## src/rtl/zymason_pkg.sv

```systemverilog
// Shared state encoding, field widths and pin bundle for the Zymason_Tiny1 loader.
package zymason_pkg;

   typedef enum logic [2:0] {IDLE, RST, LO, HI, ADV, REL, DONE} loader_state_t;

   localparam int unsigned SEG_W = 7;
   localparam int unsigned NIB_W = 4;
   localparam int unsigned HI_W  = 3;

   // Display-side pins that are held constant for a whole device step.
   typedef struct packed {
      logic             rst;
      logic             rw;
      logic             sel;
      logic [NIB_W-1:0] pin;
   } dev_pins_t;

   // Counter width with a one-bit floor so a value of 1 still gets a real register.
   function automatic int unsigned cnt_w(input int unsigned n);
      return (n > 1) ? $clog2(n) : 1;
   endfunction

endpackage

```

## src/rtl/zymason_tickgen.sv

```systemverilog
// Device-step timing: CLK_DIV cycles of dev_clk low then CLK_DIV cycles high,
// with strobes on the first and last cycle of each step.
module zymason_tickgen
   import zymason_pkg::*;
#(
   parameter int unsigned CLK_DIV = 2
)
(
   input  logic clock,
   input  logic reset,
   input  logic en,
   output logic dev_clk,
   output logic step_start,
   output logic step_end
);

   localparam int unsigned     PH_W    = cnt_w(CLK_DIV);
   localparam logic [PH_W-1:0] PH_LAST = PH_W'(CLK_DIV - 1);

   logic [PH_W-1:0] phase_q, phase_d;
   logic            half_q, half_d;

   always_comb begin
      phase_d = phase_q;
      half_d  = half_q;
      if (!en) begin
         phase_d = '0;
         half_d  = 1'b0;
      end else if (phase_q == PH_LAST) begin
         phase_d = '0;
         half_d  = !half_q;
      end else begin
         phase_d = phase_q + 1'b1;
      end
   end

   always_ff @(posedge clock) begin
      if (reset) begin
         phase_q <= '0;
         half_q  <= 1'b0;
      end else begin
         phase_q <= phase_d;
         half_q  <= half_d;
      end
   end

   assign dev_clk    = half_q;
   assign step_start = en && !half_q && (phase_q == '0);
   assign step_end   = en &&  half_q && (phase_q == PH_LAST);

endmodule

```

## src/rtl/zymason_loader.sv

```systemverilog
// Host-side loader: resets the Zymason_Tiny1 display, writes every digit as
// LO/HI/ADV steps, then releases it to scan mode with the pointer back at 0.
module zymason_loader
   import zymason_pkg::*;
#(
   parameter int unsigned NUM_DIGITS = 10,
   parameter int unsigned CLK_DIV    = 2,
   parameter int unsigned RST_TICKS  = 1
)
(
   input  logic                        clock,
   input  logic                        reset,
   input  logic                        start,
   input  logic [SEG_W*NUM_DIGITS-1:0] msg,
   output logic                        busy,
   output logic                        done,
   output logic                        dev_clk,
   output logic                        dev_reset,
   output logic                        dev_rw,
   output logic                        dev_sel,
   output logic [NIB_W-1:0]            dev_pin
);

   localparam int unsigned      IDX_W    = cnt_w(NUM_DIGITS);
   localparam int unsigned      RC_W     = cnt_w(RST_TICKS);
   localparam logic [IDX_W-1:0] IDX_LAST = IDX_W'(NUM_DIGITS - 1);
   localparam logic [RC_W-1:0]  RC_LAST  = RC_W'(RST_TICKS - 1);

   loader_state_t               state_q, state_d;
   logic [IDX_W-1:0]            idx_q, idx_d;
   logic [RC_W-1:0]             rcnt_q, rcnt_d;
   logic [SEG_W*NUM_DIGITS-1:0] msg_q, msg_d;
   dev_pins_t                   pins_q, pins_d, dec;
   logic [SEG_W-1:0]            cur;
   logic                        step_start, step_end;

   zymason_tickgen #(.CLK_DIV(CLK_DIV)) u_tickgen (
      .clock      (clock),
      .reset      (reset),
      .en         (busy),
      .dev_clk    (dev_clk),
      .step_start (step_start),
      .step_end   (step_end)
   );

   always_ff @(posedge clock) begin
      if (reset) begin
         state_q <= IDLE;
         idx_q   <= '0;
         rcnt_q  <= '0;
         msg_q   <= '0;
         pins_q  <= '0;
      end else begin
         state_q <= state_d;
         idx_q   <= idx_d;
         rcnt_q  <= rcnt_d;
         msg_q   <= msg_d;
         pins_q  <= pins_d;
      end
   end

   always_comb begin
      state_d = state_q;
      idx_d   = idx_q;
      rcnt_d  = rcnt_q;
      msg_d   = msg_q;
      unique case (state_q)
         IDLE: if (start) begin
            state_d = RST;
            msg_d   = msg;
            idx_d   = '0;
            rcnt_d  = '0;
         end
         RST: if (step_end) begin
            if (rcnt_q == RC_LAST) state_d = LO;
            else                   rcnt_d  = rcnt_q + 1'b1;
         end
         LO:  if (step_end) state_d = HI;
         HI:  if (step_end) state_d = ADV;
         ADV: if (step_end) begin
            if (idx_q == IDX_LAST) begin
               state_d = REL;
            end else begin
               idx_d   = idx_q + 1'b1;
               state_d = LO;
            end
         end
         REL:  if (step_end) state_d = DONE;
         DONE: state_d = IDLE;
         default: state_d = IDLE;
      endcase
   end

   // Pins are decoded once at step start and held, so they never move while dev_clk is high.
   always_comb begin
      cur = msg_q[SEG_W*idx_q +: SEG_W];
      dec = '0;
      unique case (state_q)
         RST: dec.rst = 1'b1;
         LO, ADV: begin
            dec.rw  = 1'b1;
            dec.pin = cur[NIB_W-1:0];
         end
         HI: begin
            dec.rw  = 1'b1;
            dec.sel = 1'b1;
            dec.pin = {{(NIB_W-HI_W){1'b0}}, cur[NIB_W +: HI_W]};
         end
         default: ;
      endcase
      pins_d = step_start ? dec : pins_q;
   end

   assign busy      = (state_q != IDLE) && (state_q != DONE);
   assign done      = (state_q == DONE);
   assign dev_reset = pins_d.rst;
   assign dev_rw    = pins_d.rw;
   assign dev_sel   = pins_d.sel;
   assign dev_pin   = pins_d.pin;

endmodule

```

## config.mk

```make
export PLATFORM = sky130hd
export DESIGN_NAME = zymason_loader
export DESIGN_NICKNAME = d
export VERILOG_FILES = /design/src/rtl/zymason_pkg.sv /design/src/rtl/zymason_tickgen.sv /design/src/rtl/zymason_loader.sv
export SDC_FILE = /design/constraint.sdc
export NUM_CORES = 1
export LEC_CHECK = 0
export CAP_MARGIN = 25
export CORE_ASPECT_RATIO = 0.6
export CORE_MARGIN = 5
export CORE_UTILIZATION = 35
export CTS_CLUSTER_SIZE = 8
export DETAILED_ROUTE_END_ITERATION = 10
export GPL_ROUTABILITY_DRIVEN = 1
export MAX_ROUTING_LAYER = met4
export PLACE_DENSITY = 0.64
export SKIP_LAST_GASP = 1
export SLEW_MARGIN = 0
export SYNTH_ARGS = -nofsm -noshare
export SYNTH_HDL_FRONTEND = slang
export SYNTH_HIERARCHICAL = 1
export SYNTH_SLANG_ARGS = --single-unit
export TNS_END_PERCENT = 100
```

## constraint.sdc

```tcl
create_clock -name clock -period 6.4 [get_ports clock]
set_clock_uncertainty 0.05 [all_clocks]
set_input_delay 1.28 -clock clock [delete_from_list [all_inputs] [get_ports clock]]
set_output_delay 1.28 -clock clock [all_outputs]
set_load 0.1 [all_outputs]
```

-- Word-level counts from Yosys, hierarchy flattened
Cells that the tools add are included.
- reductions and logical operators: 18
- $add $sub $neg: 3
- bitwise operators: 2
- eq/ne operators: 16
- multipliers: 1
- mux-type cells: 22
- shift-type cells: 1
- operators by type and width (cell ; number):
    indexed part select 70 x 8 -> 7 bit ; 1
    two-way mux 3 bit ; 8
    one-hot mux 3 bit (6 select lines) ; 1
    != test 2 bit, second input constant ; 8
    one-hot mux 4 bit (2 select lines) ; 2
    two-way mux 4 bit ; 3
    equality test 3 bit, second input constant ; 3
    multiplier 3 x 4 -> 7 bit, first input constant ; 1
    two-way mux 7 bit ; 1
    AND reduction 7 bit ; 1
    equality test 3 x 2 -> 1 bit, second input constant ; 2
    two-way mux 1 bit ; 6
    OR reduction 3 bit ; 2
    logical AND 1 bit ; 5
    adder 4 x 1 -> 4 bit, second input constant ; 1
    equality test 4 bit, second input constant ; 1
    AND reduction 4 bit ; 1
    nonzero test 2 bit ; 2
    OR reduction 2 bit ; 2
    equality test 3 x 1 -> 1 bit, second input constant ; 1
    zero test 3 bit ; 1
    != test 3 bit, second input constant ; 1
    AND reduction 3 bit ; 1
    nonzero test 3 bit ; 1
    5 further kinds ; 7
- flip-flop bits (word level): 87
- word-level logic and storage cells: 73
- output and inout port bits: 10

-- Logic depth before layout (Yosys ltp)
Gate-level depths: netlist of the first run.
- depth after elaboration: 6
- depth in mapped cells: 10

-- Hierarchy
The synthesis of the first run kept the hierarchy.
- modules (own cells, without submodules) (module ; instances ; cells an instance ; area an instance (um^2)):
    zymason_loader ; 1 ; 453 ; 3738.6
    zymason_tickgen ; 1 ; 8 ; 82.6

-- Worst setup path before layout of the first run
No wires, ideal clock.
- kind: flip-flop to output port
- start: register state_q[2]
- end: output dev_sel
- stages on the path, launching flop included: 7
- required time: 5.070 ns
- slack: 1.011 ns
- arrival time: 4.059 ns
- buffers on the path: 1
- path through: dfxtp_1 xnor2_1 nand2_1 nand2b_1 nor2_1 clkbuf_1 o21ai_0
- cells in the longest elaborated chain, start to end: 5
- RTL lines (element ; line ; RTL):
    from (decl) ; zymason_loader.sv:29 ; loader_state_t state_q, state_d;
    from (signal assigned) ; zymason_loader.sv:54 ; state_q <= state_d;
    != test 3 bit / nonzero test 3 bit (equally long branches) ; zymason_loader.sv:114 ; assign busy = (state_q != IDLE) && (state_q != DONE);
    logical AND 1 bit (*) ; zymason_loader.sv:114 ;
    net busy ; zymason_loader.sv:15 ; output logic busy,
    logical AND 1 bit (*) (2 in series) ; zymason_tickgen.sv:48 ; assign step_start = en && !half_q && (phase_q == '0);
    net step_start ; zymason_loader.sv:35 ; logic step_start, step_end;
    two-way mux 7 bit (*) ; zymason_loader.sv:111 ; pins_d = step_start ? dec : pins_q;
    to (decl) ; zymason_loader.sv:20 ; output logic dev_sel,
Mark *: on every way through the listed nets, which the timed path passes. The rest lies on a longest branch.

-- Final worst setup path of the first run
- start: register state_q[2]
- end: output dev_pin[2]
- cells in the longest elaborated chain, start to end: 5
- RTL lines (element ; line ; RTL):
    != test 3 bit / nonzero test 3 bit (equally long branches) ; zymason_loader.sv:114 ;
    logical AND 1 bit (*) ; zymason_loader.sv:114 ;
    logical AND 1 bit (*) (2 in series) ; zymason_tickgen.sv:48 ;
    net step_start ; zymason_loader.sv:35 ;
    two-way mux 7 bit (*) ; zymason_loader.sv:111 ;
    to (decl) ; zymason_loader.sv:21 ; output logic [NIB_W-1:0] dev_pin
Marked as above.

==> results of run 1 <==
[placed cells by master (no fill, tap or decap), types with 3 or more instances in the layout]
cell type	count
nor2b_1	7
o21ai_0	3
a31oi_1	6
or3_1	4
buf_4	4
inv_1	6
mux4_2	12
clkbuf_16	9
nand2_1	146
mux2_2	3
a21oi_1	81
clkdlybuf4s50_1	81
mux2i_1	13
nor2_1	11
or4_1	3
nand2b_1	5
clkinvlp_4	3
dfxtp_1	86
o31ai_1	3
nand3_1	4
[kinds of logic after synthesis]
family                     count (synthesis)  share of synthesized area, %
and+or+nand+nor                          196                          22.6
AOI/OAI and AO/OA                        107                          15.6
DFF                                       86                          45.1
buffers and inverters                     40                          4.22
muxes                                     28                          11.4
xor gates and xnor gates                   2                         0.458
adders and majority gates                  2                         0.655
[state kept, by name (all words and copies together) (netlist names)]
signal	cells
state_q	3
u_tickgen/phase_q	1
pins_q	7
msg_q	70
idx_q	4
u_tickgen/dev_clk	1
[worst max-delay path: stages (launching register included)]
cell and delay, ns:
dfxtp_1 0.61, xnor2_1 0.24, nand2_1 0.18, nand2b_1 0.09, nor2_1 0.53, nand2b_1 0.22
or2_2 0.36, or3_1 0.38, nand3_1 0.12, clkdlybuf4s50_1 1.15
[path summary, 6_finish.rpt]
kind | from | endpoint | slack, ns | depth (start not counted)
worst max-delay path | state_q[2]$_SDFFE_PP0P_ | dev_pin[2] | 0.86 | 9
worst min-delay path | msg_q[27]$_SDFFE_PP0P_ | msg_q[27]$_SDFFE_PP0P_ | 0.40 | 2
worst max register to register | state_q[2]$_SDFFE_PP0P_ | pins_q[2]$_SDFF_PP0_ | 3.51 | 8
worst min register to register | msg_q[27]$_SDFFE_PP0P_ | msg_q[27]$_SDFFE_PP0P_ | 0.40 | 2
[final cells by class]
type                            count  area [sq um]
Timing Repair Buffer               86           846
Clock inverter                      7          96.3
Inverter                            6          22.5
Multi-Input combinational cell    335          1940
Fill cell                        1013          5600
Sequential cell                    86          1720
Tap cell                          139           174
Clock buffer                        9           225
[per-layer routing]
layer / vias up / wire, microns / part of all wire [%]
met5: - / 0 / 0
met4: 0 / 101 / 0.98
met3: 9 / 709 / 6.9
met2: 108 / 4340 / 42
met1: 1573 / 5130 / 50
li1: 1706 / - / -
[report_power, final]
part	total [mW]	internal [mW]	switching [mW]
combinational	0.162	0.0786	0.0830
clock	0.557	0.342	0.215
sequential	0.582	0.563	0.0185
[per-stage QoR]
stage	setup slack [ns]	util (%)	power, mW	std cells	area, sq um
after global placement	1.41	44.3	0.753	652	4710
after global routing	0.573	47.3	1.35	668	5030
after CTS	0.899	47.3	1.31	668	5030
after floorplan	1.01	-	0.682	461	3820
final	0.862	47.3	1.30	668	5030
after detailed placement	1.26	44.3	0.756	652	4710
==> impl_metrics.tcl, run 1 <==
set metrics [dict create \
    synth.ff_latch_count 86 \
    crit_type "reg2out" \
    max_slew_margin_pct 34.6 \
    die_x_microns 145 \
    yosys-top-cells-area "dfxtp_1 (45%), nand2_1 (14%), a21oi_1 (11%), mux4_2 (7.1%), mux2i_1 (3.4%)" \
    yosysTopAreaCellShare_pct 45.1 \
    ys.flop_type "dfxtp_1" \
    grtUsageMet3_pct 4.46 \
    clock_latency_ns 0.34 \
    status "finished, final reports clean" \
    coreArea_sq_mm 0.0106 \
    hold_viol 0 \
    synthTopCellsByCount "nand2_1 (146), dfxtp_1 (86), a21oi_1 (81)" \
    gp_congestion 0.867 \
    area_delta_synth_final_pct 31.6 \
    cts.clk_slew.worst_paths_ns 0.06 \
    report.final.slew_viol_count 0 \
    crit_fanout 14 \
    numCtsBuffers 9 \
    synth_warnings 6 \
    whs_ns 0.402 \
    yosysMostFrequentCell "nand2_1" \
    die-area_sq_mm 0.0132 \
    drt_pass1_iterations 4 \
    drt_iter0_drc 288 \
    wl_per_cell_microns 15.4 \
    cts.sinks 86 \
    cts_setup_buffers 0 \
    die_h_microns 90.9 \
    wl_mm 10.3 \
    nets 599 \
    diodes 0 \
    ant_nets 0 \
    power_density_mw_per_mm2 259 \
    vdd_drop_max_uv 144 \
    vias 3396 \
    fmax_ghz 0.181 \
    critical_path_required_ns 5.07 \
    min_period_over_period_pct 86.5 \
    cts_tree "yes" \
    syn_nets 536 \
    gr-usage-met2_pct 22.5 \
    portBuffers 82 \
    end_kind "primary output" \
    rsz0062_at_grt "false" \
    grtUsageMet1_pct 23.2 \
    drive_gt1_share_pct 8.51 \
    leakage_nw 1.77 \
    cp-start-kind "flip-flop" \
    start_util_pct 35.9 \
    drcViolationCount 0 \
    grt_pass1_wl_mm 16.5 \
    ys_types 45 \
    viasPerCell 5.08 \
    synth_edf_count 0 \
    grt_pass1_vias 3306 \
    final-setup-viol-count 0 \
    cts-hold-fix-buffers 0 \
    cts-resized-gates 0 \
    yosysSeqAreaShare_pct 45.1 \
    finalSetupTns_ns 0 \
    rows 29 \
    yosys.area.top_type "dfxtp_1" \
    critPathArrivalTime_ns 4.21 \
    syn_inst 461 \
    post-dp-hpwl_mm 7.22 \
    grt_max_degree 86 \
    htree_levels 3 \
    tightest_slew_ns 0.978 \
    grt-ovfl-total 0 \
    grtUsageTotal_pct 16.3 \
    io_pins 83 \
    syn-mean-instance-area_sq_um 8.29 \
    netlist_area_sq_mm 0.00382 \
    top_usage_layer "met1" \
    cap_violations 0 \
    cts-root-buf "clkbuf_16" \
    min_path_type "reg2reg" \
    ys_async_sr_fraction_pct 0 \
    min_period_ns 5.54 \
    antenna_found_initial 0 \
    clock_path_buffers 2 \
]
Power figures use the tool's default switching activity.
==> run 2: changes to the inputs <==
- MAX_ROUTING_LAYER: met4 -> not set
==> run 2 against run 1 <==
Compared with the run above: sequential power barely moved; register-to-register slack barely moved; clock power fell by 11%; clock-buffer cell count rose by 4; highest routed layer unchanged; largest power group unchanged; fmax fell by 0.23%; first-iteration DRC count rose by 11%; largest cell class unchanged; sequential share of layout area rose by 0.23 points; non-clock buffer count did not move.
==> impl_metrics.tcl, run 2 (synthesis results as in run 1) <==
set metrics [dict create \
    status "finished, final reports clean" \
    crit_type "reg2out" \
    design_area_sq_mm 0.00499 \
    fmax_ghz 0.180 \
    r2r_end "pins_q[2]$_SDFF_PP0_" \
    largest_registers "msg_q: 70 flops, pins_q: 7 flops, idx_q: 4 flops" \
    finalSetupTns_ns 0 \
    vias 3399 \
    cts-hold-fix-buffers 0 \
    reg2regPathDepth 8 \
    p_comb_share_pct 13.0 \
    fin_cells 668 \
    whs_ns 0.401 \
    crit_fanout 14 \
    die_x_microns 145 \
    critPathArrivalTime_ns 4.22 \
    fillers 1041 \
    pwr-share-seq_pct 46.8 \
    rows 29 \
    wl_per_cell_microns 15.3 \
    crit_chain "xnor2_1 > nand2_1 > nand2b_1 > nor2_1 > nand2b_1 > or2_2 > or3_1 > nand3_1 > clkdlybuf4s50_1" \
    final-setup-viol-count 0 \
    min_period_over_period_pct 86.7 \
    power_density_mw_per_mm2 248 \
    end_kind "primary output" \
    grt_pass1_wl_mm 16.7 \
    path_common_cell "nand2b_1" \
    cts_setup_buffers 0 \
    swShare_pct 24.6 \
    nets 599 \
    hold_viol 0 \
    max_slew_margin_pct 34.9 \
    post-place-cells 652 \
    regMostFlops "msg_q" \
    post-dp-hpwl_mm 7.13 \
    mostFrequentLayoutCells "nand2_1 (146), dfxtp_1 (86), a21oi_1 (81), clkdlybuf4s50_1 (81), mux2i_1 (13)" \
    cp-start-kind "flip-flop" \
    numCtsBuffers 9 \
    clock_latency_ns 0.34 \
    worstHoldStart "msg_q[21]$_SDFFE_PP0P_" \
    drt_iter0_drc 321 \
    dpl_cell_area_sq_mm 0.00471 \
    cts-root-buf "clkbuf_16" \
    rsz0062_at_grt "false" \
    total_power_mw 1.24 \
    grt_max_degree 86 \
    cts.clk_slew.worst_paths_ns 0.06 \
    hold_end "msg_q[21]$_SDFFE_PP0P_" \
    ant_nets 0 \
    portBuffers 82 \
    hold_depth 2 \
    die_h_microns 90.9 \
    cp_top_family "simple AND/OR/NAND/NOR gates" \
    tightest_slew_ns 0.973 \
    drive_gt1_share_pct 8.32 \
    coreArea_sq_mm 0.0106 \
    diodes 0 \
    cp_slowest_stage_delay_ns 1.14 \
    fin_ws_ns 0.850 \
    r2r_start "state_q[2]$_SDFFE_PP0P_" \
    post-place-ws_ns 1.27 \
    viasPerCell 5.09 \
    gp_congestion 0.855 \
    largest_reg_flops 70 \
    htree_levels 3 \
    cap_violations 0 \
    grt-ovfl-total 0 \
    cp.buffers_inverters 1 \
    p_sw_mw 0.306 \
    cts.sinks 86 \
    die-area_sq_mm 0.0132 \
    leakage_nw 1.76 \
    min_period_ns 5.55 \
    grtUsageTotal_pct 16.0 \
    post-route-util_pct 47.0 \
    critical_path_required_ns 5.07 \
    drt_pass1_iterations 5 \
    cts-resized-gates 0 \
    final_common_cell "nand2_1" \
    io_pins 83 \
    report.final.slew_viol_count 0 \
    slowest_stage "clkdlybuf4s50_1" \
    area_delta_synth_final_pct 30.7 \
    cts_tree "yes" \
    clock_path_buffers 2 \
    antenna_found_initial 0 \
    clkPwrFrac_pct 40.1 \
    drcViolationCount 0 \
    wl_mm 10.2 \
    vdd_drop_max_uv 162 \
    min_path_type "reg2reg" \
    start_util_pct 35.9 \
    ff2ff_setup_slack_ns 3.51 \
    grt_pass1_vias 3326 \
    p_int_mw 0.935 \
]
==> run 2: layout make-up <==
type                       count  area [sq um]  share of cell area [%]
clock inverter                 3          17.5                   0.351
clock buffer                  13           270                    5.41
inverter                       6          22.5                   0.451
sequential                    86          1720                    34.5
timing repair buffer          86           846                    16.9
tap                          139           174                    3.48
multi-input combinational    335          1940                    38.9
==> run 2: power groups by stage <==
stage | registers, mW | logic [mW] | clock network [mW]
floorplan | 0.585 | 0.0970 | 0
global placement | 0.593 | 0.160 | 0
detailed placement | 0.593 | 0.162 | 0
CTS | 0.581 | 0.163 | 0.510
global route | 0.585 | 0.177 | 0.532
finish | 0.581 | 0.162 | 0.498
==> run 2: how the worst max path moves through the flow <==
stage / start / to / slack, ns / cells past startpoint
6_report: state_q[2]$_SDFFE_PP0P_ / dev_pin[1] / 0.85 / 9
5_1_grt: state_q[2]$_SDFFE_PP0P_ / dev_pin[2] / 0.65 / 9
4_1_cts: state_q[2]$_SDFFE_PP0P_ / dev_pin[1] / 0.89 / 9
3_5_place_dp: state_q[2]$_SDFFE_PP0P_ / dev_pin[1] / 1.27 / 9
3_3_place_gp: state_q[2]$_SDFFE_PP0P_ / dev_pin[1] / 1.44 / 9
2_1_floorplan: state_q[2]$_SDFFE_PP0P_ / dev_sel / 1.01 / 6
==> run 2: per-layer routing <==
layer	up-vias	global-route usage (%)	share of wire (%)
met5	-	0	0
met1	1581	23.4	49
met2	105	22.0	41
met3	14	5.67	8.2
li1	1699	-	-
met4	0	4.66	1.4
==> run 2: tightest hold or removal path: stages, from the launching register on <==
cell and delay (ns):
dfxtp_1 0.31, nand2_1 0.05, a21oi_1 0.05
==> run 3: changes to the inputs <==
==> constraint.sdc (replaced) <==
create_clock -name clock -period 6.4 [get_ports clock]
set_clock_uncertainty 0.05 [all_clocks]
set_input_delay 0.96 -clock clock [delete_from_list [all_inputs] [get_ports clock]]
set_output_delay 0.96 -clock clock [all_outputs]
set_load 0.1 [all_outputs]
==> run 3 against run 2 <==
Compared with the run above: wire length is 0.54% lower; final area is 0.75% higher; clock-buffer cell count is 2 lower; largest cell class unchanged; core utilization is 0.35 points higher; power is 5.1% higher; final cell count stayed put.
==> impl_metrics.tcl, run 3 (synthesis results as in run 1) <==
set metrics [dict create \
    ant_nets 0 \
    grtUsageTotal_pct 15.7 \
    cp_slowest_stage_delay_ns 1.15 \
    gp_congestion 0.837 \
    die-area_sq_mm 0.0132 \
    hold_viol 0 \
    min_period_ns 5.22 \
    grt-ovfl-total 0 \
    clock_latency_ns 0.34 \
    vdd_drop_max_uv 178 \
    cp_top_family "simple AND/OR/NAND/NOR gates" \
    rsz0062_at_grt "false" \
    regMostFlops "msg_q" \
    coreArea_sq_mm 0.0106 \
    cts-root-buf "clkbuf_16" \
    power_density_mw_per_mm2 259 \
    numCtsBuffers 9 \
    cts.clk_slew.worst_paths_ns 0.06 \
    post-place-cells 652 \
    crit_type "reg2out" \
    status "finished, final reports clean" \
    nets 599 \
    leakage_nw 1.78 \
    cap_violations 0 \
    cts_setup_buffers 0 \
    largest_reg_flops 70 \
    critPathArrivalTime_ns 4.21 \
    fin_cells 668 \
    grt_pass1_vias 3138 \
    largest_registers "msg_q: 70 flops, pins_q: 7 flops, idx_q: 4 flops" \
    cp.buffers_inverters 1 \
    drt_pass1_iterations 5 \
    crit_fanout 14 \
    portBuffers 82 \
    critical_path_required_ns 5.39 \
    end_kind "primary output" \
    cts-hold-fix-buffers 0 \
    cts_tree "yes" \
    report.final.slew_viol_count 0 \
    die_x_microns 145 \
    drcViolationCount 0 \
    cts.sinks 86 \
    drive_gt1_share_pct 8.32 \
    cp-start-kind "flip-flop" \
    final_common_cell "nand2_1" \
    hold_depth 2 \
    path_common_cell "nand2b_1" \
    area_delta_synth_final_pct 31.7 \
    vias 3408 \
    min_path_type "reg2reg" \
    crit_start "state_q[2]$_SDFFE_PP0P_" \
    htree_levels 3 \
    mostFrequentLayoutCells "nand2_1 (146), dfxtp_1 (86), a21oi_1 (81), clkdlybuf4s50_1 (81), mux2i_1 (13)" \
    drt_iter0_drc 294 \
    max_slew_margin_pct 34.5 \
    tightest_slew_ns 0.980 \
    worstHoldStart "msg_q[14]$_SDFFE_PP0P_" \
    antenna_found_initial 0 \
    diodes 0 \
    cts-resized-gates 0 \
    post-dp-hpwl_mm 7.19 \
    r2r_start "state_q[2]$_SDFFE_PP0P_" \
    wl_mm 10.1 \
    crit_chain "xnor2_1 > nand2_1 > nand2b_1 > nor2_1 > nand2b_1 > or2_2 > or3_1 > nand3_1 > clkdlybuf4s50_1" \
    start_util_pct 35.9 \
    io_pins 83 \
    grt_max_degree 86 \
    rows 29 \
    cp_num_cells 9 \
    slowest_stage "clkdlybuf4s50_1" \
    finalSetupTns_ns 0 \
    final-setup-viol-count 0 \
    wl_per_cell_microns 15.2 \
    clock_path_buffers 2 \
    grt_pass1_wl_mm 16.2 \
    fmax_ghz 0.191 \
    die_h_microns 90.9 \
    viasPerCell 5.10 \
    min_period_over_period_pct 81.6 \
    reg2regPathDepth 8 \
]
## run 3: cell types whose count changed in the layout (fill, tap and decap cells not counted), sizes merged
cell / delta
bufinv: +2
clkbuf: -2
clkinv: +1
clkinvlp: -1
## run 3: power breakdown
part           switching [mW]  internal (mW)  total (mW)
combinational          0.0828         0.0786       0.161
clock                   0.209          0.353       0.563
sequential             0.0178          0.563       0.581
total                   0.310          0.995        1.30
## run 3: stage by stage
stage                     power [mW]  hold WS, ns  util (%)  area (sq um)  setup slack (ns)
after CTS                       1.32        0.405      47.3          5030              1.22
after detailed placement       0.755        0.396      44.3          4710              1.62
after floorplan                0.682        0.383         -          3820              1.33
after global placement         0.752        0.391      44.3          4710              1.76
after global routing            1.36        0.423      47.3          5030             0.909
final                           1.30        0.403      47.3          5030              1.18
## run 3: layout make-up
class                      instances  area, sq um
clock buffer                      11          243
sequential                        86         1720
inverter                           6         22.5
multi-input combinational        335         1940
clock inverter                     5         82.6
tap                              139          174
timing repair buffer              86          846
fill                            1018         5600
## run 3: final timing paths
kind,end,slack [ns]
hold / removal,msg_q[14]$_SDFFE_PP0P_,0.40
setup / recovery,dev_pin[2],1.18
setup reg to reg,pins_q[1]$_SDFF_PP0_,3.48
hold reg to reg,msg_q[14]$_SDFFE_PP0P_,0.40
## run 3: layer usage
layer	up-vias	GRT usage [%]	share of wire, %	routed length [microns]
li1	1712	-	-	-
met1	1559	23.8	49	5010
met2	123	20.6	40	4090
met3	14	6.25	8.9	902
met4	0	3.57	1.3	136
met5	-	0	0	0
## run 3: worst register-to-register path: stages (launching register included)
cell and delay [ns]:
dfxtp_1 0.59, xnor2_1 0.23, nand2_1 0.18, nand2b_1 0.09
nor2_1 0.55, nand2b_1 0.21, or2_2 0.36, or3_1 0.38
a31oi_1 0.19
